==> config.mk <==
export PLATFORM = sky130hd
export DESIGN_NAME = riscv_mem_arbiter
export DESIGN_NICKNAME = d
export VERILOG_FILES = /design/src/rtl/riscv_mem_arbiter.sv
export SDC_FILE = /design/constraint.sdc
export NUM_CORES = 1
export LEC_CHECK = 0
export BUFFER_PORTS_ARGS = -buffer_cell sky130_fd_sc_hd__buf_2
export CELL_PAD_IN_SITES_DETAIL_PLACEMENT = 1
export CELL_PAD_IN_SITES_GLOBAL_PLACEMENT = 1
export CORE_MARGIN = 2
export CORE_UTILIZATION = 35
export CTS_CLUSTER_SIZE = 16
export DETAILED_ROUTE_END_ITERATION = 10
export GPL_ROUTABILITY_DRIVEN = 0
export PLACE_DENSITY_LB_ADDON = 0.08
export SETUP_SLACK_MARGIN = 0.15
export SLEW_MARGIN = 10
export SYNTH_ARGS = -nofsm -noshare
export SYNTH_HDL_FRONTEND = slang
export SYNTH_SLANG_ARGS = --single-unit
==> constraint.sdc <==
create_clock -name clk -period 5.1 [get_ports clk]
set_clock_uncertainty 0.2 [all_clocks]
set_input_delay 0.765 -clock clk [delete_from_list [all_inputs] [get_ports clk]]
set_output_delay 0.765 -clock clk [all_outputs]
set_load 0.02 [all_outputs]
==> src/rtl/riscv_mem_arbiter.sv <==
// Shares one single-port unified memory between the instruction-fetch port and the
// data (MEM-stage) port. Each access is sequenced as a valid/ready transaction. Store
// data is steered onto byte lanes and load data is extended. Misaligned or illegal
// accesses and memory timeouts are reported.
module riscv_mem_arbiter #(
    parameter int unsigned DATA_PRIO      = 1,
    parameter int unsigned TIMEOUT_CYCLES = 255
) (
    input  logic        clk,
    input  logic        reset,
    input  logic        if_req,
    input  logic [31:0] if_addr,
    output logic [31:0] if_rdata,
    output logic        if_ready,
    input  logic        d_req,
    input  logic        d_we,
    input  logic [2:0]  d_funct3,
    input  logic [31:0] d_addr,
    input  logic [31:0] d_wdata,
    output logic [31:0] d_rdata,
    output logic        d_ready,
    output logic        mem_valid,
    output logic        mem_we,
    output logic [3:0]  mem_be,
    output logic [31:0] mem_addr,
    output logic [31:0] mem_wdata,
    input  logic [31:0] mem_rdata,
    input  logic        mem_ready,
    output logic        busy,
    output logic        err,
    output logic [1:0]  err_code
);

    // The counter only has to reach TIMEOUT_CYCLES-1; the limit check happens in that cycle.
    localparam int unsigned TW = (TIMEOUT_CYCLES < 2) ? 1 : $clog2(TIMEOUT_CYCLES);
    localparam logic [TW-1:0] TLAST = TW'((TIMEOUT_CYCLES == 0) ? 0 : TIMEOUT_CYCLES - 1);

    localparam logic [1:0] ErrMisalign = 2'b01;
    localparam logic [1:0] ErrFunct3   = 2'b10;
    localparam logic [1:0] ErrTimeout  = 2'b11;

    typedef enum logic [1:0] {StIdle, StIfAcc, StDAcc} state_e;

    state_e        state_q;
    logic          last_d_q;   // 1 when the most recent grant went to the data port
    logic [2:0]    f3_q;
    logic [1:0]    addr_lo_q;
    logic [TW-1:0] tcnt_q;

    logic          grant_if, grant_d;
    logic [1:0]    d_fault, if_fault;
    logic [3:0]    st_be;
    logic [31:0]   st_wdata;
    logic [31:0]   ld_data;
    logic          timeout_hit;

    // Pick a winner among eligible requesters; a port is not eligible while its ready pulses.
    always_comb begin
        grant_if = 1'b0;
        grant_d  = 1'b0;
        if (d_req && !d_ready && if_req && !if_ready) begin
            if (DATA_PRIO != 0 || !last_d_q) grant_d = 1'b1;
            else                             grant_if = 1'b1;
        end else begin
            grant_d  = d_req && !d_ready;
            grant_if = if_req && !if_ready;
        end
    end

    // Classify the requests: illegal width takes precedence over misalignment.
    always_comb begin
        d_fault = 2'b00;
        if (d_funct3 == 3'b011 || d_funct3[2:1] == 2'b11) begin
            d_fault = ErrFunct3;
        end else if (d_funct3[1:0] == 2'b01 && d_addr[0]) begin
            d_fault = ErrMisalign;
        end else if (d_funct3[1:0] == 2'b10 && d_addr[1:0] != 2'b00) begin
            d_fault = ErrMisalign;
        end
        if_fault = (if_addr[1:0] != 2'b00) ? ErrMisalign : 2'b00;
    end

    // Byte enables and lane-replicated store data; loads read the whole word.
    always_comb begin
        st_be    = 4'b1111;
        st_wdata = d_wdata;
        if (d_we) begin
            case (d_funct3[1:0])
                2'b00: begin
                    st_be    = 4'b0001 << d_addr[1:0];
                    st_wdata = {4{d_wdata[7:0]}};
                end
                2'b01: begin
                    st_be    = 4'b0011 << d_addr[1:0];
                    st_wdata = {2{d_wdata[15:0]}};
                end
                default: ;
            endcase
        end
    end

    // Select and extend the loaded byte/half using the latched funct3 and offset.
    always_comb begin
        logic [7:0]  b;
        logic [15:0] h;
        case (addr_lo_q)
            2'b00:   b = mem_rdata[7:0];
            2'b01:   b = mem_rdata[15:8];
            2'b10:   b = mem_rdata[23:16];
            default: b = mem_rdata[31:24];
        endcase
        h = addr_lo_q[1] ? mem_rdata[31:16] : mem_rdata[15:0];
        case (f3_q)
            3'b000:  ld_data = {{24{b[7]}}, b};
            3'b001:  ld_data = {{16{h[15]}}, h};
            3'b100:  ld_data = {24'h0, b};
            3'b101:  ld_data = {16'h0, h};
            default: ld_data = mem_rdata;
        endcase
    end

    // Limit check; mem_ready in the same cycle still takes precedence in the FSM.
    always_comb begin
        timeout_hit = (TIMEOUT_CYCLES != 0) && (tcnt_q == TLAST);
    end

    // Arbitration/access FSM with all port outputs registered.
    always_ff @(posedge clk or posedge reset) begin
        if (reset) begin
            state_q   <= StIdle;
            last_d_q  <= 1'b0;
            f3_q      <= 3'b000;
            addr_lo_q <= 2'b00;
            tcnt_q    <= '0;
            if_rdata  <= 32'h0;
            if_ready  <= 1'b0;
            d_rdata   <= 32'h0;
            d_ready   <= 1'b0;
            mem_valid <= 1'b0;
            mem_we    <= 1'b0;
            mem_be    <= 4'b0000;
            mem_addr  <= 32'h0;
            mem_wdata <= 32'h0;
            err       <= 1'b0;
            err_code  <= 2'b00;
        end else begin
            if_ready <= 1'b0;
            d_ready  <= 1'b0;
            err      <= 1'b0;
            case (state_q)
                StIdle: begin
                    if (grant_d) begin
                        last_d_q <= 1'b1;
                        if (d_fault != 2'b00) begin
                            d_ready  <= 1'b1;
                            err      <= 1'b1;
                            err_code <= d_fault;
                            d_rdata  <= 32'h0;
                        end else begin
                            state_q   <= StDAcc;
                            mem_valid <= 1'b1;
                            mem_we    <= d_we;
                            mem_be    <= st_be;
                            mem_addr  <= {d_addr[31:2], 2'b00};
                            mem_wdata <= st_wdata;
                            f3_q      <= d_funct3;
                            addr_lo_q <= d_addr[1:0];
                            tcnt_q    <= '0;
                        end
                    end else if (grant_if) begin
                        last_d_q <= 1'b0;
                        if (if_fault != 2'b00) begin
                            if_ready <= 1'b1;
                            err      <= 1'b1;
                            err_code <= if_fault;
                            if_rdata <= 32'h0;
                        end else begin
                            state_q   <= StIfAcc;
                            mem_valid <= 1'b1;
                            mem_we    <= 1'b0;
                            mem_be    <= 4'b1111;
                            mem_addr  <= {if_addr[31:2], 2'b00};
                            mem_wdata <= 32'h0;
                            tcnt_q    <= '0;
                        end
                    end
                end
                StIfAcc, StDAcc: begin
                    if (mem_ready) begin
                        mem_valid <= 1'b0;
                        state_q   <= StIdle;
                        if (state_q == StIfAcc) begin
                            if_ready <= 1'b1;
                            if_rdata <= mem_rdata;
                        end else begin
                            d_ready <= 1'b1;
                            d_rdata <= mem_we ? 32'h0 : ld_data;
                        end
                    end else if (timeout_hit) begin
                        mem_valid <= 1'b0;
                        state_q   <= StIdle;
                        err       <= 1'b1;
                        err_code  <= ErrTimeout;
                        if (state_q == StIfAcc) begin
                            if_ready <= 1'b1;
                            if_rdata <= 32'h0;
                        end else begin
                            d_ready <= 1'b1;
                            d_rdata <= 32'h0;
                        end
                    end else begin
                        tcnt_q <= tcnt_q + TW'(1);
                    end
                end
                default: state_q <= StIdle;
            endcase
        end
    end

    assign busy = (state_q != StIdle);

endmodule
== Word-level counts from Yosys, hierarchy flattened ==
Index checks and enable logic that the tools add are counted.

* Output and inout port bits: 140
* Input bits: 137
* Register bits after elaboration: 154
* Logic and storage cells: 168

* Reduce and logical (&&, ||, !) cells: 29
* Shifts and indexed selects: 2
* Eq/ne operators: 30
* Mux-type cells: 90
* Bitwise gates (word level): 1
* Add/subtract/negate cells: 1

{| class="wikitable"
|+ Operators by type and width
! operator !! number
|-
| 32-bit two-way mux || 23
|-
| 32-bit one-hot mux with 2 select lines || 3
|-
| 32-bit one-hot mux with 4 select lines || 1
|-
| 8-bit two-way mux || 6
|-
| 1-bit two-way mux || 29
|-
| 2-bit two-way mux || 13
|-
| 2-bit inequality test, second input constant || 12
|-
| 8-bit one-hot mux with 3 select lines || 1
|-
| 4-bit two-way mux || 5
|-
| 3-bit inequality test, second input constant || 6
|-
| 6-bit AND reduction || 3
|-
| 16-bit two-way mux || 1
|-
| 8-bit one-hot mux with 2 select lines || 1
|-
| 2-bit nonzero test || 7
|-
| 5-bit AND reduction || 2
|-
| 8-bit by 1-bit adder with 8-bit output, second input constant || 1
|-
| 2-bit == test, second input constant || 4
|-
| 8-bit == test, second input constant || 1
|-
| 1-bit one-hot mux with 2 select lines || 4
|-
| 2-bit one-hot mux with 2 select lines || 2
|-
| 4-bit one-hot mux with 2 select lines || 1
|-
| 4-bit AND reduction || 2
|-
| 2-bit by 1-bit == test with 1-bit output, second input constant || 3
|-
| 3-bit == test, second input constant || 2
|-
| 12 further kinds || 20
|}

== Longest topological paths before layout ==
Gate-level depths: netlist of run 1.

* Depth in word-level cells: 9
* Gate-level depth with buffers: 9
* Depth with buffers taken out: 6

== Least setup slack after synthesis of run 1 ==
OpenSTA, ideal clock, no wires.

* Path kind: input -> register
* From: input port d_funct3[0]
* To: register d_rdata[10]
* Path buffers: 3
* Data required time: 4.772 ns
* Arrival time: 2.458 ns
* Setup slack: 2.314 ns
* Stages: 7
* Setup time: 0.128 ns
* Path through: buf_2 or4_4 a32oi_4 or3_1 buf_4 buf_6 mux2_1

* Word-level cells in the longest chain between the ends: 8
* Elaborated cells between the ends (all ways): 12
* Classes of those cells: eq/ne (4); mux (3); reduce/logical (5)

{| class="wikitable"
|+ RTL lines
! item !! line !! RTL
|-
| from (decl) || 17 || <nowiki>input logic [2:0] d_funct3,</nowiki>
|-
| 2-bit == test || 77 || <nowiki>end else if (d_funct3[1:0] == 2'b10 && d_addr[1:0] != 2'b00) begin</nowiki>
|-
| 1-bit logical AND || 77 ||
|-
| 1-bit two-way mux || 77 ||
|-
| 1-bit two-way mux || 75 || <nowiki>end else if (d_funct3[1:0] == 2'b01 && d_addr[0]) begin</nowiki>
|-
| 2-bit two-way mux * || 73 || <nowiki>if (d_funct3 == 3'b011 || d_funct3[2:1] == 2'b11) begin</nowiki>
|-
| 2-bit nonzero test * || 154 || <nowiki>if (d_fault != 2'b00) begin</nowiki>
|-
| 2-bit inequality test (no line) * || -- ||
|-
| 5-bit AND reduction (no line) * || -- ||
|-
| to (signal assigned) || 197 || <nowiki>d_rdata <= mem_we ? 32'h0 : ld_data;</nowiki>
|-
| to (decl) || 20 || <nowiki>output logic [31:0] d_rdata,</nowiki>
|}

Every way passes the cells marked *; elsewhere a longest branch is shown, timed or not.
A chain may end at the register's enable or synchronous reset.

== Final worst setup path of run 1 ==
* From: register state_q[0]
* To: register d_rdata[1]

* Word-level cells in the longest chain between the ends: 4
* Elaborated cells between the ends (all ways): 11
* Classes of those cells: eq/ne (6); mux (1); reduce/logical (4)

{| class="wikitable"
|+ RTL lines
! item !! line !! RTL
|-
| from (decl) || 44 || <nowiki>state_e state_q;</nowiki>
|-
| from (signal assigned) || 130 || <nowiki>state_q <= StIdle;</nowiki>
|-
| from (signal assigned) || 160 || <nowiki>state_q <= StDAcc;</nowiki>
|-
| from (signal assigned) || 178 || <nowiki>state_q <= StIfAcc;</nowiki>
|-
| 2-bit by 1-bit == test with 1-bit output / 2-bit == test (equally long branches) || 150, 192, 204 ||
|-
| 2-bit OR reduction || 150 || <nowiki>case (state_q)</nowiki>
|-
| 3-bit inequality test (no line) (tied with other cells) || -- ||
|-
| 5-bit AND reduction (no line) || -- ||
|}

Parallel ways exist; a longest one is shown, timed or not.

==> results.md, run 1 <==
* EDFF count, synth at 0
* Crit path from: state_q[0]$_DFFE_PP0P_
* Clk root buf: clkbuf_16
* Max-cap violation count at 0
* Top-area cell type share of the netlist area at 0.4776
* Final cell count without fillers at 1242
* Rel. slew slack at 0.2228
* Critical path data required time at 5.20 ns
* Clock Path Buffers at 2
* Max Fanout on Critical Path at 53
* Largest net degree at the start of global routing at 153
* First-pass DRT Iterations at 4
* HPWL Detailed at 18900 um
* Share of layout cells above drive strength 1 at 0.4791
* Overall routing resource usage at 0.2182
* Final #Nets at 1085
* Synth top area cells: dfrtp_1 48%, mux2_2 17%, mux2i_1 3.4%
* H-tree levels at 4
* Hold-fix buffers, CTS at 0
* Status: finished, final reports clean
* RSZ-0062 raised after global routing: false
* Worst R2R Setup Slack at 1.98 ns
* DRC at 0
* First-pass GRT wire length at 40800 um
* Port bufs at 274
* RR Startpoint: state_q[0]$_DFFE_PP0P_
* Netlist cell types at 59
* Reg-to-reg endpoint: d_rdata[1]$_DFFE_PP0P_
* Crit path DAT at 3.22 ns
* Final core occ at 0.4498
* Cts bufs inserted at 17
* Worst Tran Pin Value at 1.165 ns
* Area Overhead vs Synth at 27.10%
* Clock latency on the worst-skew pair at 0.42 ns
* VDD IR max at 0.2213 mV
* Min-delay worst type: reg2reg
* Grt total ovfl at 0
* Maximum clock rate at 320.4 MHz
* Count leader, synth: dfrtp_1
* IO Pins at 277
* Via count of the first global-routing pass at 7231
* Final setup fails at 0
* Setup Total Neg Slack at 0 ns
* Pwr dens at 651.2 mW/mm^2
* Die Height at 154.8 um
* Syn Inst Count at 697
* Startpoint Class: register
* Final hold vios at 0
* Fillers at 2555
* Via count at 6714
* Drt total wl at 26070 um
* Tcrit/Tclk final at 0.6119
* Ys Warns at 0
* Slew Limit Fails at 0
* Synth Flop Type: dfrtp_1
* Reg2Reg Depth at 9
* Seq/Total Area, Yosys at 0.4776
* Initial Util at 0.3539
* Post-route ant nets at 0
* Leakage at 5.020 nW
* Worst setup EP type: register
* Die X at 154.8 um
* Min Clock Period, post-route at 3.121 ns
* End of the critical path: d_rdata[1]$_DFFE_PP0P_
* Die ar. at 0.02398 mm^2
* Post_cts resized at 0
* Vias/cell at 5.406
* Critical path class: reg2reg
* Initial antenna violation count at 0
* Routed WL per cell at 20.99 um
* CTS tree: done
* 1st-iter DRT viols at 299
* Clock-pin slew on the worst setup and hold paths at 0.07 ns
* Avg Cell Area, Syn at 11.43 um^2
* Area leader, netlist: dfrtp_1
* Ys async rst share at 1.000
* FF+latch count, synth at 152
* Core area at 0.02250 mm^2
* Post-CTS Setup Inserts at 0
* Commonest cells post-synth: 152 x dfrtp_1, 120 x mux2_2, 34 x clkbuf_1, 34 x nand2_1, 32 x and3_1
* Mapped cell area at 0.007964 mm^2
* Sink Count at 152
* Std cell rows at 55
* Placed insts at 1209
## cell families after synthesis
kind of cell	after synthesis	synth area share
flops	152	0.4776
mux	156	0.2182
compound gates	145	0.1329
other cells	1	0.0004709
fa+ha+maj	5	0.007855
simple gates	169	0.1222
buf+inv	69	0.04069
## registers in the layout, indices dropped and copies added (netlist names)
register and cells:
mem_we 1, d_rdata 32, if_ready 1, addr_lo_q 2
mem_valid 1, state_q 2, mem_addr 30, tcnt_q 8
err 1, f3_q 3, err_code 2, mem_wdata 32
if_rdata 32, d_ready 1, mem_be 4
## layout make-up
type / instances / area (um^2) / share of cell area
antenna: 1 / 2.502 / 0.0002472
inverter: 9 / 37.54 / 0.003708
tap: 285 / 356.6 / 0.03523
clock buffer: 18 / 439.2 / 0.04339
timing repair buffer: 286 / 1474 / 0.1456
sequential: 152 / 3804 / 0.3758
multi-input combinational: 477 / 3870 / 0.3823
clock inverter: 14 / 138.9 / 0.01372
## power by group
| part | switching [mW] | total [mW] | internal (mW) |
|---|---|---|---|
| combinational | 1.94 | 3.21 | 1.27 |
| clock | 0.559 | 1.25 | 0.695 |
| sequential | 0.393 | 2.13 | 1.74 |
| total | 2.89 | 6.59 | 3.70 |
## cell usage in the layout (no fill, tap or decap), drive strengths merged, types with 3 or more instances in the layout
cell type / synthesis / routed
nor4: 11 / 11
nor2: 16 / 16
a32o: 16 / 16
nand3b: 3 / 3
and3: 33 / 33
a211oi: 22 / 22
clkinvlp: 0 / 5
inv: 9 / 13
nor3: 8 / 8
o211ai: 8 / 8
mux2i: 27 / 27
a41oi: 4 / 4
a21oi: 24 / 24
nand2: 34 / 34
mux2: 128 / 128
or3: 9 / 9
nand4: 3 / 3
a21o: 9 / 9
ha: 5 / 5
or4b: 3 / 3
buf: 26 / 286
clkinv: 0 / 4
o21ai: 23 / 23
o31ai: 19 / 19
nand2b: 21 / 21
nor2b: 6 / 6
clkbuf: 34 / 18
dfrtp: 152 / 152
nand3: 9 / 9
a22o: 9 / 9
or2: 3 / 3
## critical path: stages (launching register included)
cell and delay (ns):
dfrtp_1 0.39, inv_1 0.08, ha_1 0.28, buf_4 0.45, nand2b_1 0.20, a41oi_1 0.22
buf_4 0.24, or3_1 0.41, buf_4 0.38, o31ai_1 0.14
## routing by layer
layer  GRT usage  part of all wire
met1      0.2826              0.44
met4     0.07143             0.022
met5           0                 0
met2      0.3591              0.48
met3     0.05408             0.064
## how the worst min path moves through the flow
stage / from / endpoint / slack [ns] / depth (start not counted)
floorplan: tcnt_q[5]$_DFFE_PP0P_ / tcnt_q[5]$_DFFE_PP0P_ / 0.28 / 1
global placement: mem_wdata[10]$_DFFE_PP0P_ / mem_wdata[10]$_DFFE_PP0P_ / 0.26 / 1
detailed placement: mem_wdata[9]$_DFFE_PP0P_ / mem_wdata[9]$_DFFE_PP0P_ / 0.27 / 1
CTS: mem_wdata[9]$_DFFE_PP0P_ / mem_wdata[9]$_DFFE_PP0P_ / 0.28 / 1
global route: mem_wdata[9]$_DFFE_PP0P_ / mem_wdata[9]$_DFFE_PP0P_ / 0.30 / 1
finish: mem_wdata[9]$_DFFE_PP0P_ / mem_wdata[9]$_DFFE_PP0P_ / 0.27 / 1
## metrics by stage
| step | hold slack, ns | setup WS, ns | cell area, um^2 | total power, mW |
|---|---|---|---|---|
| after CTS | 0.2808 | 1.958 | 10120 | 6.669 |
| final | 0.2744 | 1.979 | 10120 | 6.592 |
| after detailed placement | 0.2650 | 1.693 | 9538 | 5.382 |
| after floorplan | 0.2784 | 2.218 | 7971 | 4.301 |
| after global routing | 0.2985 | 1.690 | 10120 | 7.018 |
| after global placement | 0.2635 | 1.787 | 9538 | 5.258 |
Note: power is estimated with default switching activity, not from simulation.
==> run 2, diff against run 1 <==
Clock period 5.1 ns to 2.7 ns, I/O delays scaled along.
==> run 2 against run 1 <==
Final area up 2.9%; power rose by 99%; final cell count grew 1.7%; critical endpoint is now busy.
==> results.md, run 2 (synthesis gave the netlist of run 1 again) <==
* 1st-iter DRT viols at 267
* Final hold vios at 0
* Startpoint Class: register
* Final core occ at 0.4631
* Max Fanout on Critical Path at 9
* Setup Total Neg Slack at 0 ns
* CTS tree: done
* Crit-path max cell delay at 0.38 ns
* Pwr dens at 1259 mW/mm^2
* Die Height at 154.8 um
* Crit path max-delay family: buffers and inverters
* Min-delay worst type: in2reg
* Die ar. at 0.02398 mm^2
* Reg2Reg Depth at 8
* HPWL Detailed at 19690 um
* Worst setup EP type: output port
* Hold Path Stages at 2
* Routed WL per cell at 21.05 um
* Core area at 0.02250 mm^2
* Total power draw at 13.12 mW
* Leakage at 5.184 nW
* Vias/cell at 5.394
* Port bufs at 274
* Tcrit/Tclk final at 0.9092
* Die X at 154.8 um
* Placed insts at 1228
* DRC at 0
* Largest net degree at the start of global routing at 107
* Final worst slack at 0.2451 ns
* Slew Limit Fails at 0
* Critical path data required time at 2.10 ns
* Via count of the first global-routing pass at 7382
* CP most frequent cell: inv_1
* Overall routing resource usage at 0.2243
* WHS at 0.03352 ns
* Area after DPL at 0.009706 mm^2
* Std cell rows at 55
* Critical path class: reg2out
* RSZ-0062 raised after global routing: true
* CP cell instances: inv_1, ha_1, inv_1, buf_4, buf_2
* Share of layout cells above drive strength 1 at 0.4923
* Clock-pin slew on the worst setup and hold paths at 0.06 ns
* Worst Tran Pin Value at 0.8048 ns
* Clock Path Buffers at 2
* Post-route ant nets at 0
* Final setup fails at 0
* First-pass GRT wire length at 41810 um
* CP Buf/Inv Count at 4
* Sink Count at 152
* Final #Nets at 1107
* IO Pins at 277
* Final cell count without fillers at 1263
* Area Overhead vs Synth at 30.84%
* DP Worst Slack at 0.1804 ns
* Finished layout cell area at 0.01042 mm^2
* Commonest non-fill, non-tap cell in the layout: buf_2
* First-pass DRT Iterations at 4
* Drt total wl at 26590 um
* Cts bufs inserted at 17
* Initial antenna violation count at 1
* Most frequent cells in the layout: 274 x buf_2, 152 x dfrtp_1, 120 x mux2_2
* Min Clock Period, post-route at 2.455 ns
* Worst R2R Setup Slack at 0.26 ns
* Rel. slew slack at 0.4593
* Clk root buf: clkbuf_16
* Clock latency on the worst-skew pair at 0.43 ns
* Status: finished, final reports clean
* Crit path DAT at 1.85 ns
* Grt total ovfl at 0
* VDD IR max at 0.4578 mV
* Crit path depth at 5
* Slowest-stage cell, CP: dfrtp_1
* Initial Util at 0.3539
* Max-cap violation count at 0
* Regs by FF count: d_rdata (32), if_rdata (32), mem_wdata (32)
* Maximum clock rate at 407.3 MHz
* Via count at 6812
* H-tree levels at 4
-- run 2: cell types whose count changed in the layout (fill, tap and decap cells not counted), sizes merged --
cell         delta
buf            +21
bufinv          +4
clkinv          -1
clkinvlp        -2
dlygate4sd3     +1
inv             -2
-- run 2: path summary, 6_finish.rpt --
check,start,endpoint
worst max-delay path,state_q[0]$_DFFE_PP0P_,busy
worst min-delay path,d_we,mem_we$_DFFE_PP0P_
worst max register to register,state_q[0]$_DFFE_PP0P_,d_rdata[1]$_DFFE_PP0P_
worst min register to register,mem_wdata[10]$_DFFE_PP0P_,mem_wdata[10]$_DFFE_PP0P_
max in group asynchronous,reset,if_rdata[7]$_DFFE_PP0P_
min in group asynchronous,reset,tcnt_q[6]$_DFFE_PP0P_
-- run 2: power by group --
part	internal (mW)	total, mW	switching (mW)
Sequential	3.29	3.95	0.665
Clock	1.67	2.71	1.04
Combinational	2.62	6.45	3.83
-- run 2: area by class of cell --
| cell class | count | area [um^2] |
|---|---|---|
| fill | 2516 | 12080 |
| multi-input combinational | 477 | 3896 |
| sequential | 152 | 3804 |
| timing repair buffer | 308 | 1667 |
| clock buffer | 18 | 439.2 |
| tap | 285 | 356.6 |
| clock inverter | 13 | 217.7 |
| inverter | 9 | 37.54 |
| antenna | 1 | 2.502 |
-- run 2: layer usage --
| layer | vias to the layer above | wire length (um) | global-route usage |
|---|---|---|---|
| met5 | - | 0 | 0 |
| met4 | 0 | 469 | 0.06922 |
| met3 | 42 | 1744 | 0.05744 |
| met2 | 234 | 13260 | 0.3846 |
| met1 | 3399 | 11120 | 0.2781 |
| li1 | 3137 | - | - |
-- run 2: what timing repair did --
item | 4_1_cts | 5_1_grt
endpoints found under the setup margin | 0 | 22
hold buffers | 1 | 0
buffers inserted | 0 | 1
hold endpoints to repair | 39 | 0
gates resized for setup | 0 | 9
==> run 3, diff against run 2 <==
Settings changed: CORE_ASPECT_RATIO from default to 1.1.
==> run 3 against run 2 <==
Power decreased by 4.5%; count of clock-buffer cells in the layout is 3 higher; utilization increased by 0.18 points; global-route usage decreased by 0.47 points; wire length down 2.0%; sequential power barely moved; flip-flop and latch count unchanged; final area down 0.73%; non-clock buffer count increased by 4; maximum frequency rose by 0.37%; largest cell class unchanged; largest power group unchanged; highest routed layer is now met5.
==> results.md, run 3 (synthesis gave the netlist of run 1 again) <==
* Clk root buf: clkbuf_16
* CP cell instances: inv_1, ha_2, buf_4, clkinvlp_4, buf_4, buf_2
* First-pass DRT Iterations at 4
* Tcrit/Tclk final at 0.9059
* Port bufs at 274
* CTS tree: done
* Routed WL per cell at 20.35 um
* Min Clock Period, post-route at 2.446 ns
* Maximum clock rate at 408.9 MHz
* Status: finished, final reports clean
* Std cell rows at 57
* Post-route ant nets at 0
* Die Height at 162.2 um
* Initial antenna violation count at 6
* Largest net degree at the start of global routing at 54
* Worst Tran Pin Value at 0.8583 ns
* Hold Path Stages at 2
* Final cell count without fillers at 1281
* Pwr dens at 1211 mW/mm^2
* Max Fanout on Critical Path at 10
* Regs by FF count: d_rdata (32), if_rdata (32), mem_wdata (32)
* Setup Total Neg Slack at 0 ns
* Post-CTS Setup Inserts at 0
* WHS at 0.05166 ns
* HPWL Detailed at 20020 um
* Final hold vios at 0
* Placed insts at 1243
* Clock Path Buffers at 2
* RSZ-0062 raised after global routing: false
* Critical path class: reg2out
* Reg2Reg Depth at 5
* Cts bufs inserted at 17
* Clock-pin slew on the worst setup and hold paths at 0.06 ns
* DRC at 0
* Rel. slew slack at 0.4234
* Min-delay worst type: in2reg
* Commonest non-fill, non-tap cell in the layout: buf_2
* Overall routing resource usage at 0.2196
* Via count at 6775
* IO Pins at 277
* First-pass GRT wire length at 41500 um
* Grt total ovfl at 0
* Startpoint Class: register
* Sink Count at 152
* Drt total wl at 26070 um
* Max-cap violation count at 0
* Crit path DAT at 1.84 ns
* Via count of the first global-routing pass at 7326
* Initial Util at 0.3579
* Final setup fails at 0
* VDD IR max at 0.5312 mV
* Vias/cell at 5.289
* Slew Limit Fails at 0
* Slowest-stage cell, CP: dfrtp_1
* 1st-iter DRT viols at 228
* Critical path data required time at 2.10 ns
* Leakage at 5.135 nW
* Total power draw at 12.53 mW
* Final #Nets at 1111
* Crit-path max cell delay at 0.39 ns
* Die X at 147.8 um
* CP most frequent cell: buf_4
* Core area at 0.02225 mm^2
* H-tree levels at 4
* Die ar. at 0.02398 mm^2
* Worst setup EP type: output port
* Clock latency on the worst-skew pair at 0.42 ns
* Most frequent cells in the layout: 274 x buf_2, 152 x dfrtp_1, 120 x mux2_2
* Area Overhead vs Synth at 29.88%
* Share of layout cells above drive strength 1 at 0.4913
run 3: cell types whose count changed in the layout (fill, tap and decap cells not counted), sizes merged:
cell      previous run  this run
bufinv               5         0
clkbuf              18        22
diode                1         5
buf                307       310
clkinv               3         6
inv                 11         9
clkinvlp             3         4
run 3: final timing paths:
path / startpoint / to / slack, ns
max reg2reg: if_ready$_DFF_PP0_ / mem_wdata[24]$_DFFE_PP0P_ / 0.27
min: d_wdata[3] / mem_wdata[3]$_DFFE_PP0P_ / 0.05
min in group asynchronous: reset / mem_wdata[1]$_DFFE_PP0P_ / 0.40
max: state_q[1]$_DFFE_PP0P_ / busy / 0.25
min reg2reg: mem_wdata[11]$_DFFE_PP0P_ / mem_wdata[11]$_DFFE_PP0P_ / 0.27
max in group asynchronous: reset / if_rdata[12]$_DFFE_PP0P_ / 1.20
run 3: through the flow:
stage          area (um^2)    util  worst slack (ns)
2_1_floorplan         7971       -            0.1781
3_3_place_gp          9756  0.4384            0.1926
3_5_place_dp          9756  0.4384           0.06596
4_1_cts              10300  0.4630            0.1641
5_1_grt              10340  0.4646            0.1326
6_report             10340  0.4649            0.2541
run 3: final cells by class:
cell class                 count  area, um^2
fill                        2513       11910
timing repair buffer         312        1704
multi-input combinational    477        3889
antenna                        5       12.51
clock inverter                10       73.82
sequential                   152        3804
tap                          295       369.1
clock buffer                  21       450.4
inverter                       9       41.29
run 3: metal layers:
| metal | up-vias | wire length [um] | track usage |
|---|---|---|---|
| li1 | 3144 | - | - |
| met1 | 3356 | 10750 | 0.2695 |
| met2 | 234 | 13020 | 0.3770 |
| met3 | 39 | 1610 | 0.05309 |
| met4 | 2 | 674 | 0.07922 |
| met5 | - | 11 | 0 |
run 3: worst max-delay path, delay by kind of cell (launching register included):
| family | cells | cell delay, ns |
|---|---|---|
| adders and majority gates | 1 | 0.20 |
| buffers and inverters | 5 | 0.84 |
| DFF | 1 | 0.39 |
run 3: timing repair:
action,4_1_cts,5_1_grt
hold buffers,1,0
pin swaps,0,0
gates resized for setup,3,8
endpoints found under the setup margin,54,53
cloned,0,1
endpoints found under the hold margin,22,0
run 3: power breakdown:
group	total, mW	leakage, nW	internal [mW]	switching [mW]
Clock	2.17	0.254	1.20	0.969
Sequential	3.96	1.96	3.29	0.667
Combinational	6.40	2.92	2.62	3.79
Total	12.5	5.14	7.11	5.42
